[config.mk]
export PLATFORM = sky130hd
export DESIGN_NAME = exp_align_shifter
export DESIGN_NICKNAME = d
export VERILOG_FILES = /design/src/rtl/exp_align_shifter.sv
export SDC_FILE = /design/constraint.sdc
export NUM_CORES = 1
export LEC_CHECK = 0
export BUFFER_PORTS_ARGS = -buffer_cell sky130_fd_sc_hd__clkbuf_2
export CAP_MARGIN = 15
export CORE_MARGIN = 2
export CORE_UTILIZATION = 45
export DETAILED_ROUTE_END_ITERATION = 6
export HOLD_SLACK_MARGIN = 0.02
export PLACE_DENSITY = 0.73
export SYNTH_ARGS = -nofsm -noshare
export SYNTH_HDL_FRONTEND = slang
export SYNTH_SLANG_ARGS = --single-unit
[constraint.sdc]
create_clock -name clk -period 2.2 [get_ports clk]
set_input_delay 0.11 -clock clk [delete_from_list [all_inputs] [get_ports clk]]
set_output_delay 0.11 -clock clk [all_outputs]
set_load 0.01 [all_outputs]
[src/rtl/exp_align_shifter.sv]
// Mantissa alignment for the half-precision add/sub path: picks the larger-exponent operand
// and serially right-shifts the smaller mantissa with guard/round/sticky collection.
module exp_align_shifter #(
    parameter int EXP_W  = 5,
    parameter int MANT_W = 11
) (
    input  logic                clk,
    input  logic                rst_n,
    input  logic                in_valid,
    output logic                in_ready,
    input  logic [EXP_W-1:0]    exp_a,
    input  logic [EXP_W-1:0]    exp_b,
    input  logic [EXP_W-1:0]    exp_diff,
    input  logic                exp_ge,
    input  logic                sign_a,
    input  logic                sign_b,
    input  logic [MANT_W-1:0]   mant_a,
    input  logic [MANT_W-1:0]   mant_b,
    output logic                out_valid,
    input  logic                out_ready,
    output logic [EXP_W-1:0]    exp_out,
    output logic [MANT_W-1:0]   mant_big,
    output logic [MANT_W+2:0]   mant_small,
    output logic                sign_big,
    output logic                sign_small,
    output logic                swapped
);

    localparam int SM_W = MANT_W + 3;
    // Shifting by this much or more leaves only the sticky bit, so it is resolved in one step.
    localparam logic [EXP_W:0] SAT_SH = (EXP_W + 1)'(MANT_W + 2);

    typedef enum logic [1:0] {
        IDLE  = 2'd0,
        SHIFT = 2'd1,
        DONE  = 2'd2
    } state_t;

    state_t              state_q, state_d;
    logic [EXP_W-1:0]    cnt_q, cnt_d;
    logic [EXP_W-1:0]    exp_out_q, exp_out_d;
    logic [MANT_W-1:0]   mant_big_q, mant_big_d;
    logic [SM_W-1:0]     mant_small_q, mant_small_d;
    logic                sign_big_q, sign_big_d;
    logic                sign_small_q, sign_small_d;
    logic                swapped_q, swapped_d;

    logic                swap;
    logic [EXP_W-1:0]    mag;
    logic [MANT_W-1:0]   mant_lo;

    function automatic logic [SM_W-1:0] shift_step(input logic [SM_W-1:0] v);
        return {1'b0, v[SM_W-1:2], v[1] | v[0]};
    endfunction

    function automatic logic [SM_W-1:0] saturate(input logic [MANT_W-1:0] m);
        return {{(SM_W - 1){1'b0}}, |m};
    endfunction

    // Cout=0 means B is larger; the subtractor result is then negative and needs negating.
    assign swap    = ~exp_ge;
    assign mag     = exp_ge ? exp_diff : (~exp_diff + EXP_W'(1));
    assign mant_lo = swap ? mant_a : mant_b;

    assign in_ready   = rst_n && (state_q == IDLE);
    assign out_valid  = (state_q == DONE);
    assign exp_out    = exp_out_q;
    assign mant_big   = mant_big_q;
    assign mant_small = mant_small_q;
    assign sign_big   = sign_big_q;
    assign sign_small = sign_small_q;
    assign swapped    = swapped_q;

    always_comb begin
        state_d      = state_q;
        cnt_d        = cnt_q;
        exp_out_d    = exp_out_q;
        mant_big_d   = mant_big_q;
        mant_small_d = mant_small_q;
        sign_big_d   = sign_big_q;
        sign_small_d = sign_small_q;
        swapped_d    = swapped_q;

        case (state_q)
            IDLE: begin
                if (in_valid) begin
                    swapped_d    = swap;
                    exp_out_d    = swap ? exp_b  : exp_a;
                    mant_big_d   = swap ? mant_b : mant_a;
                    sign_big_d   = swap ? sign_b : sign_a;
                    sign_small_d = swap ? sign_a : sign_b;
                    cnt_d        = '0;
                    if (mag == '0) begin
                        mant_small_d = {mant_lo, 3'b000};
                        state_d      = DONE;
                    end else if ({1'b0, mag} >= SAT_SH) begin
                        mant_small_d = saturate(mant_lo);
                        state_d      = DONE;
                    end else begin
                        mant_small_d = {mant_lo, 3'b000};
                        cnt_d        = mag;
                        state_d      = SHIFT;
                    end
                end
            end
            SHIFT: begin
                mant_small_d = shift_step(mant_small_q);
                cnt_d        = cnt_q - EXP_W'(1);
                if (cnt_q == EXP_W'(1)) begin
                    state_d = DONE;
                end
            end
            DONE: begin
                if (out_ready) begin
                    state_d = IDLE;
                end
            end
            default: state_d = IDLE;
        endcase
    end

    always_ff @(posedge clk) begin
        if (!rst_n) begin
            state_q      <= IDLE;
            cnt_q        <= '0;
            exp_out_q    <= '0;
            mant_big_q   <= '0;
            mant_small_q <= '0;
            sign_big_q   <= 1'b0;
            sign_small_q <= 1'b0;
            swapped_q    <= 1'b0;
        end else begin
            state_q      <= state_d;
            cnt_q        <= cnt_d;
            exp_out_q    <= exp_out_d;
            mant_big_q   <= mant_big_d;
            mant_small_q <= mant_small_d;
            sign_big_q   <= sign_big_d;
            sign_small_q <= sign_small_d;
            swapped_q    <= swapped_d;
        end
    end

endmodule
Word-level counts from Yosys, hierarchy flattened
Cells that the tools add are included.
- output and inout bits: 35
- register bits after elaboration: 40
- word-level logic and storage cells: 48
- bits of input ports: 44
- eq/ne operators: 6
- multiplexer cells: 20
- reductions and logical operators: 8
- $add $sub $neg: 2
- order comparisons: 1
- bitwise logic cells: 3
- operators by type and width (operator ; count):
    $mux W14 ; 3
    $pmux W14 S2 ; 1
    $mux W5 ; 5
    $mux W11 ; 2
    $reduce_or A11 Y1 ; 1
    $mux W2 ; 5
    $pmux W5 S2 ; 1
    $pmux W2 S3 ; 1
    $add A5 B1 Y5 const B ; 1
    $eq A5 B1 Y1 const B ; 1
    $ge A5 B4 Y1 const B ; 1
    $logic_not A5 Y1 ; 1
    $not A5 Y5 ; 1
    $sub A5 B1 Y5 const B ; 1
    $ne A2 B2 Y1 const B ; 2
    $reduce_and A2 Y1 ; 2
    $reduce_and A3 Y1 ; 1
    $eq A2 B1 Y1 const B ; 1
    $eq A2 B2 Y1 const B ; 1
    $logic_not A2 Y1 ; 1
    $mux W1 ; 2
    $ne A2 B1 Y1 const B ; 1
    $reduce_bool A2 Y1 ; 1
    $logic_and A1 B1 Y1 ; 1
    2 further kinds ; 2

Logic depth before layout (Yosys ltp)
- depth after elaboration: 8
- gate-level depth with buffers: 7
- mapped depth without buffers: 6

Worst setup path before layout
Ideal clock, no wire load.
- path type: in2reg
- from: in exp_diff[0]
- to: reg state_q[1]
- library setup time: 125 ps
- required time: 2075 ps
- cell stages on the path: 6
- path slack: 552 ps
- buffers on the path: 0
- data arrival time: 1523 ps
- cells stage by stage: inv_1 > ha_1 > or3b_4 > a211oi_4 > o21ai_2 > o41a_1
- word-level cells in the longest chain between the ends: 8
- elaborated cells on any way between the ends: 9
- classes of those cells: add/sub: 1; order compare: 1; mux: 5; bitwise: 1; reduce/logical: 1
- RTL lines (item ; RTL line ; source):
    start: declaration ; 13 ; input logic [EXP_W-1:0] exp_diff,
    $not A5 Y5 ; 62 ; assign mag = exp_ge ? exp_diff : (~exp_diff + EXP_W'(1));
    $add A5 B1 Y5 ; 62 ;
    $mux W5 (*) ; 62 ;
    $ge A5 B4 Y1 ; 96 ; end else if ({1'b0, mag} >= SAT_SH) begin
    $mux W2 ; 96 ;
    $mux W2 (*) ; 93 ; if (mag == '0) begin
    $mux W2 (*) ; 86 ; if (in_valid) begin
    $pmux W2 S3 (*) ; 84 ; case (state_q)
    end signal: assignment ; 133 ; state_q <= state_d;
    end: declaration ; 39 ; state_t state_q, state_d;
Mark *: on every way between the ends. The rest lies on a longest branch, timed or not. The select of a mux whose other input is x is not followed.
A chain may end at the register's enable or synchronous reset.

Worst setup path after layout
- from: reg state_q[0]
- to: reg mant_small_q[0], in the netlist mant_small[0]
- word-level cells in the longest chain between the ends: 3
- elaborated cells on any way between the ends: 6
- classes of those cells: eq/ne: 2; mux: 1; reduce/logical: 3
- RTL lines (item ; RTL line ; source):
    $eq A2 B1 Y1 / $logic_not A2 Y1 (equally long branches) ; 84 ;
    $reduce_bool A2 Y1 (no source line) / $ne A2 B2 Y1 (equally long branches) ; n/a ;
    $reduce_and A2 Y1 (no source line) ; n/a ;
    end signal: assignment ; 137 ; mant_small_q <= mant_small_d;
    end: declaration ; 43 ; logic [SM_W-1:0] mant_small_q, mant_small_d;
Parallel ways exist; a longest one is shown, timed or not.

==> results.sh <==
export IMPL_antenna_found_initial=0
export IMPL_crit_start="state_q[0]"
export IMPL_antenna_left=0
export IMPL_reg2reg_depth=4
export IMPL_endpoint_kind="flop"
export IMPL_fmax_ghz=0.614
export IMPL_yosysTopAreaCell="dfxtp_1"
export IMPL_post_cts_resized=0
export IMPL_drt_first_pass_iters=4
export IMPL_grtUsageTotal=0.205
export IMPL_syn_inst=257
export IMPL_p_seq_frac=0.428
export IMPL_ys_seq_area_frac=0.342
export IMPL_swShare=0.345
export IMPL_place_area_sq_um=2790
export IMPL_p_leak_nw=1.40
export IMPL_top_layer_used="met4"
export IMPL_nFillCells=482
export IMPL_crit_type="reg2reg"
export IMPL_p_comb_frac=0.328
export IMPL_clk_latency_ns=0.29
export IMPL_clock_sinks=40
export IMPL_r2r_slack_ns=0.57
export IMPL_rsz0062_at_grt="no"
export IMPL_holdPathEnd="exp_out[0]"
export IMPL_dieArea_sq_um=5800
export IMPL_maxCapViolations=0
export IMPL_fin_skew_ns=0.00680
export IMPL_holdBufCountCts=0
export IMPL_clock_path_buffers=2
export IMPL_ioPinCount=79
export IMPL_met2WireLength_microns=2680
export IMPL_rows=26
export IMPL_syn_cell_area_sq_um=2340
export IMPL_crit_required_ns=2.38
export IMPL_fin_nets=375
export IMPL_tritoncts="yes"
export IMPL_drt_wl_total_microns=5980
export IMPL_wl_met1_microns=2940
export IMPL_synth_ff_type="dfxtp_1"
export IMPL_crit_chain="o21ba_2, nand2_1, a21oi_1, nor3b_1"
export IMPL_layout_commonest_cell="clkbuf_2"
export IMPL_rr_endpoint="mant_small[0]"
export IMPL_drc_errors=0
export IMPL_wl_per_cell_microns=15.0
export IMPL_final_core_util=0.569
export IMPL_yosys_warnings=0
export IMPL_grt_overflow_total=0
export IMPL_place_gp_congestion=0.761
export IMPL_ys_types=48
export IMPL_cp_start_kind="flop"
export IMPL_cellPowerDensity_nw_per_um2=742
export IMPL_slew_headroom=0.700
export IMPL_cpPeakStageDelay_ns=0.49
export IMPL_ir_worst_vdd_uv=454
export IMPL_yosys_area_top_type_share=0.342
export IMPL_clkTransAtPathRegs_ns=0.08
export IMPL_antennaDiodeCount=0
export IMPL_ys_ff_latch=40
export IMPL_yosys_top_cells_area="dfxtp_1 34%, o211a_1 8.1%, mux2i_1 7.7%"
export IMPL_clock_power_share=0.244
export IMPL_die_h_microns=76.2
export IMPL_hold_path_depth=4
export IMPL_synth_edff_count=0
export IMPL_grt_pass1_wl_microns=9880
export IMPL_holdCritStartpoint="exp_b[0]"
export IMPL_intPower_mw=1.40
export IMPL_area_growth_pct=23.1
export IMPL_setup_viol=0
export IMPL_final_cell_mix="78 x clkbuf_2, 40 x dfxtp_1, 24 x o21ai_0"
export IMPL_arrival_ns=1.81
export IMPL_ys_async_sr_fraction=0
export IMPL_worst_pin_slew_ns=0.449
export IMPL_drive_gt1_frac=0.350
export IMPL_grt_max_degree=43
export IMPL_crit_slowest_cell="dfxtp_1"
export IMPL_grt_pass1_vias=2085
export IMPL_cts_buffers=5
export IMPL_port_buffers=78
export IMPL_cts_root_buffer="clkbuf_8"
export IMPL_die_w_microns=76.2
export IMPL_finalHoldViolCount=0
export IMPL_num_vias=2251
export IMPL_synth_area_per_cell_sq_um=9.12
export IMPL_fin_crit_sh=0.741
export IMPL_core_sq_um=5070
export IMPL_drv_slew=0
export IMPL_crit_fanout=18
export IMPL_fin_crit_ns=1.63
export IMPL_hp_class="in2reg"
export IMPL_dp_hpwl_microns=4310
export IMPL_viasPerCell=5.64
export IMPL_postCtsSetupBuffers=0
export IMPL_stdcell_area_sq_um=2890
export IMPL_p_switching_mw=0.739
export IMPL_h_tree_depth=2
export IMPL_dr_wl_met3_microns=338
export IMPL_setup_tns_final_ns=0
export IMPL_synth_nets=304
export IMPL_r2r_start="state_q[0]"
export IMPL_drt_initial_drc_count=131
export IMPL_status="finished clean"
export IMPL_initial_core_util=0.462
-- power groups by stage --
stage	combinational [mW]	clock [mW]	sequential (mW)
4_1_cts	0.704	0.530	0.915
6_report	0.703	0.523	0.915
2_1_floorplan	0.415	0	0.959
5_1_grt	0.777	0.557	0.932
3_3_place_gp	0.687	0	0.929
3_5_place_dp	0.701	0	0.930
-- state kept, by name, indices dropped and copies added (netlist names) --
| register | cells |
|---|---|
| mant_big | 11 |
| sign_small | 1 |
| swapped | 1 |
| cnt_q | 5 |
| mant_small | 14 |
| state_q | 2 |
| exp_out | 5 |
| sign_big | 1 |
-- cells by family after synthesis --
kind of cell / Yosys count / share of synthesized area
fa+ha+maj: 3 / 0.0160
xor+xnor: 1 / 0.00374
mux: 30 / 0.134
compound gates: 94 / 0.306
flops: 40 / 0.342
simple gates: 63 / 0.147
buf+inv: 26 / 0.0512
-- metrics by stage --
step | cells | hold slack [ns] | total power, mW | setup WS, ns
floorplan | 257 | 0.256 | 1.37 | 0.552
global placement | 391 | 0.456 | 1.62 | 0.349
detailed placement | 391 | 0.470 | 1.63 | 0.291
CTS | 399 | 0.160 | 2.15 | 0.569
global route | 399 | 0.180 | 2.27 | 0.367
finish | 399 | 0.167 | 2.14 | 0.570
-- worst max-delay path: cells and delay by family, from the launching register on --
family / cells / cell delay, ns
and+or+nand+nor: 2 / 0.37
AOI/OAI and AO/OA: 2 / 0.66
DFF: 1 / 0.49
-- routing by layer --
| metal | track usage | vias to the layer above |
|---|---|---|
| met5 | 0 | - |
| met4 | 0.0527 | 0 |
| li1 | - | 1111 |
| met3 | 0.0438 | 2 |
| met1 | 0.291 | 1069 |
| met2 | 0.317 | 69 |
-- layout make-up --
type / instances / area, sq um / share of cell area
timing repair buffer: 86 / 463 / 0.160
inverter: 4 / 15.0 / 0.00520
clock inverter: 1 / 7.51 / 0.00260
multi-input combinational: 191 / 1430 / 0.494
clock buffer: 7 / 86.3 / 0.0299
sequential: 40 / 801 / 0.277
tap: 70 / 87.6 / 0.0303
-- synthesized netlist by cell type (all sizes together) (2+ instances only) --
cell    number
a21oi       16
a22oi        3
and2         2
and3         2
buf         10
clkbuf      12
dfxtp       40
ha           3
inv          4
mux2        12
mux2i       18
nand2       23
nand3        5
nand4b       2
nor2         7
nor2b        4
nor3         2
nor3b        3
nor4         5
o211a       19
o211ai      16
o21a         3
o21ai       25
-- worst max-delay path by stage --
stage,to,slack (ns),cells after the start
4_1_cts,mant_small[0],0.57,4
5_1_grt,mant_small[0],0.37,4
6_report,mant_small[0],0.57,4
2_1_floorplan,state_q[1],0.55,6
3_3_place_gp,state_q[1],0.35,7
3_5_place_dp,state_q[1],0.29,7
Note: power is estimated with default switching activity, not from simulation.
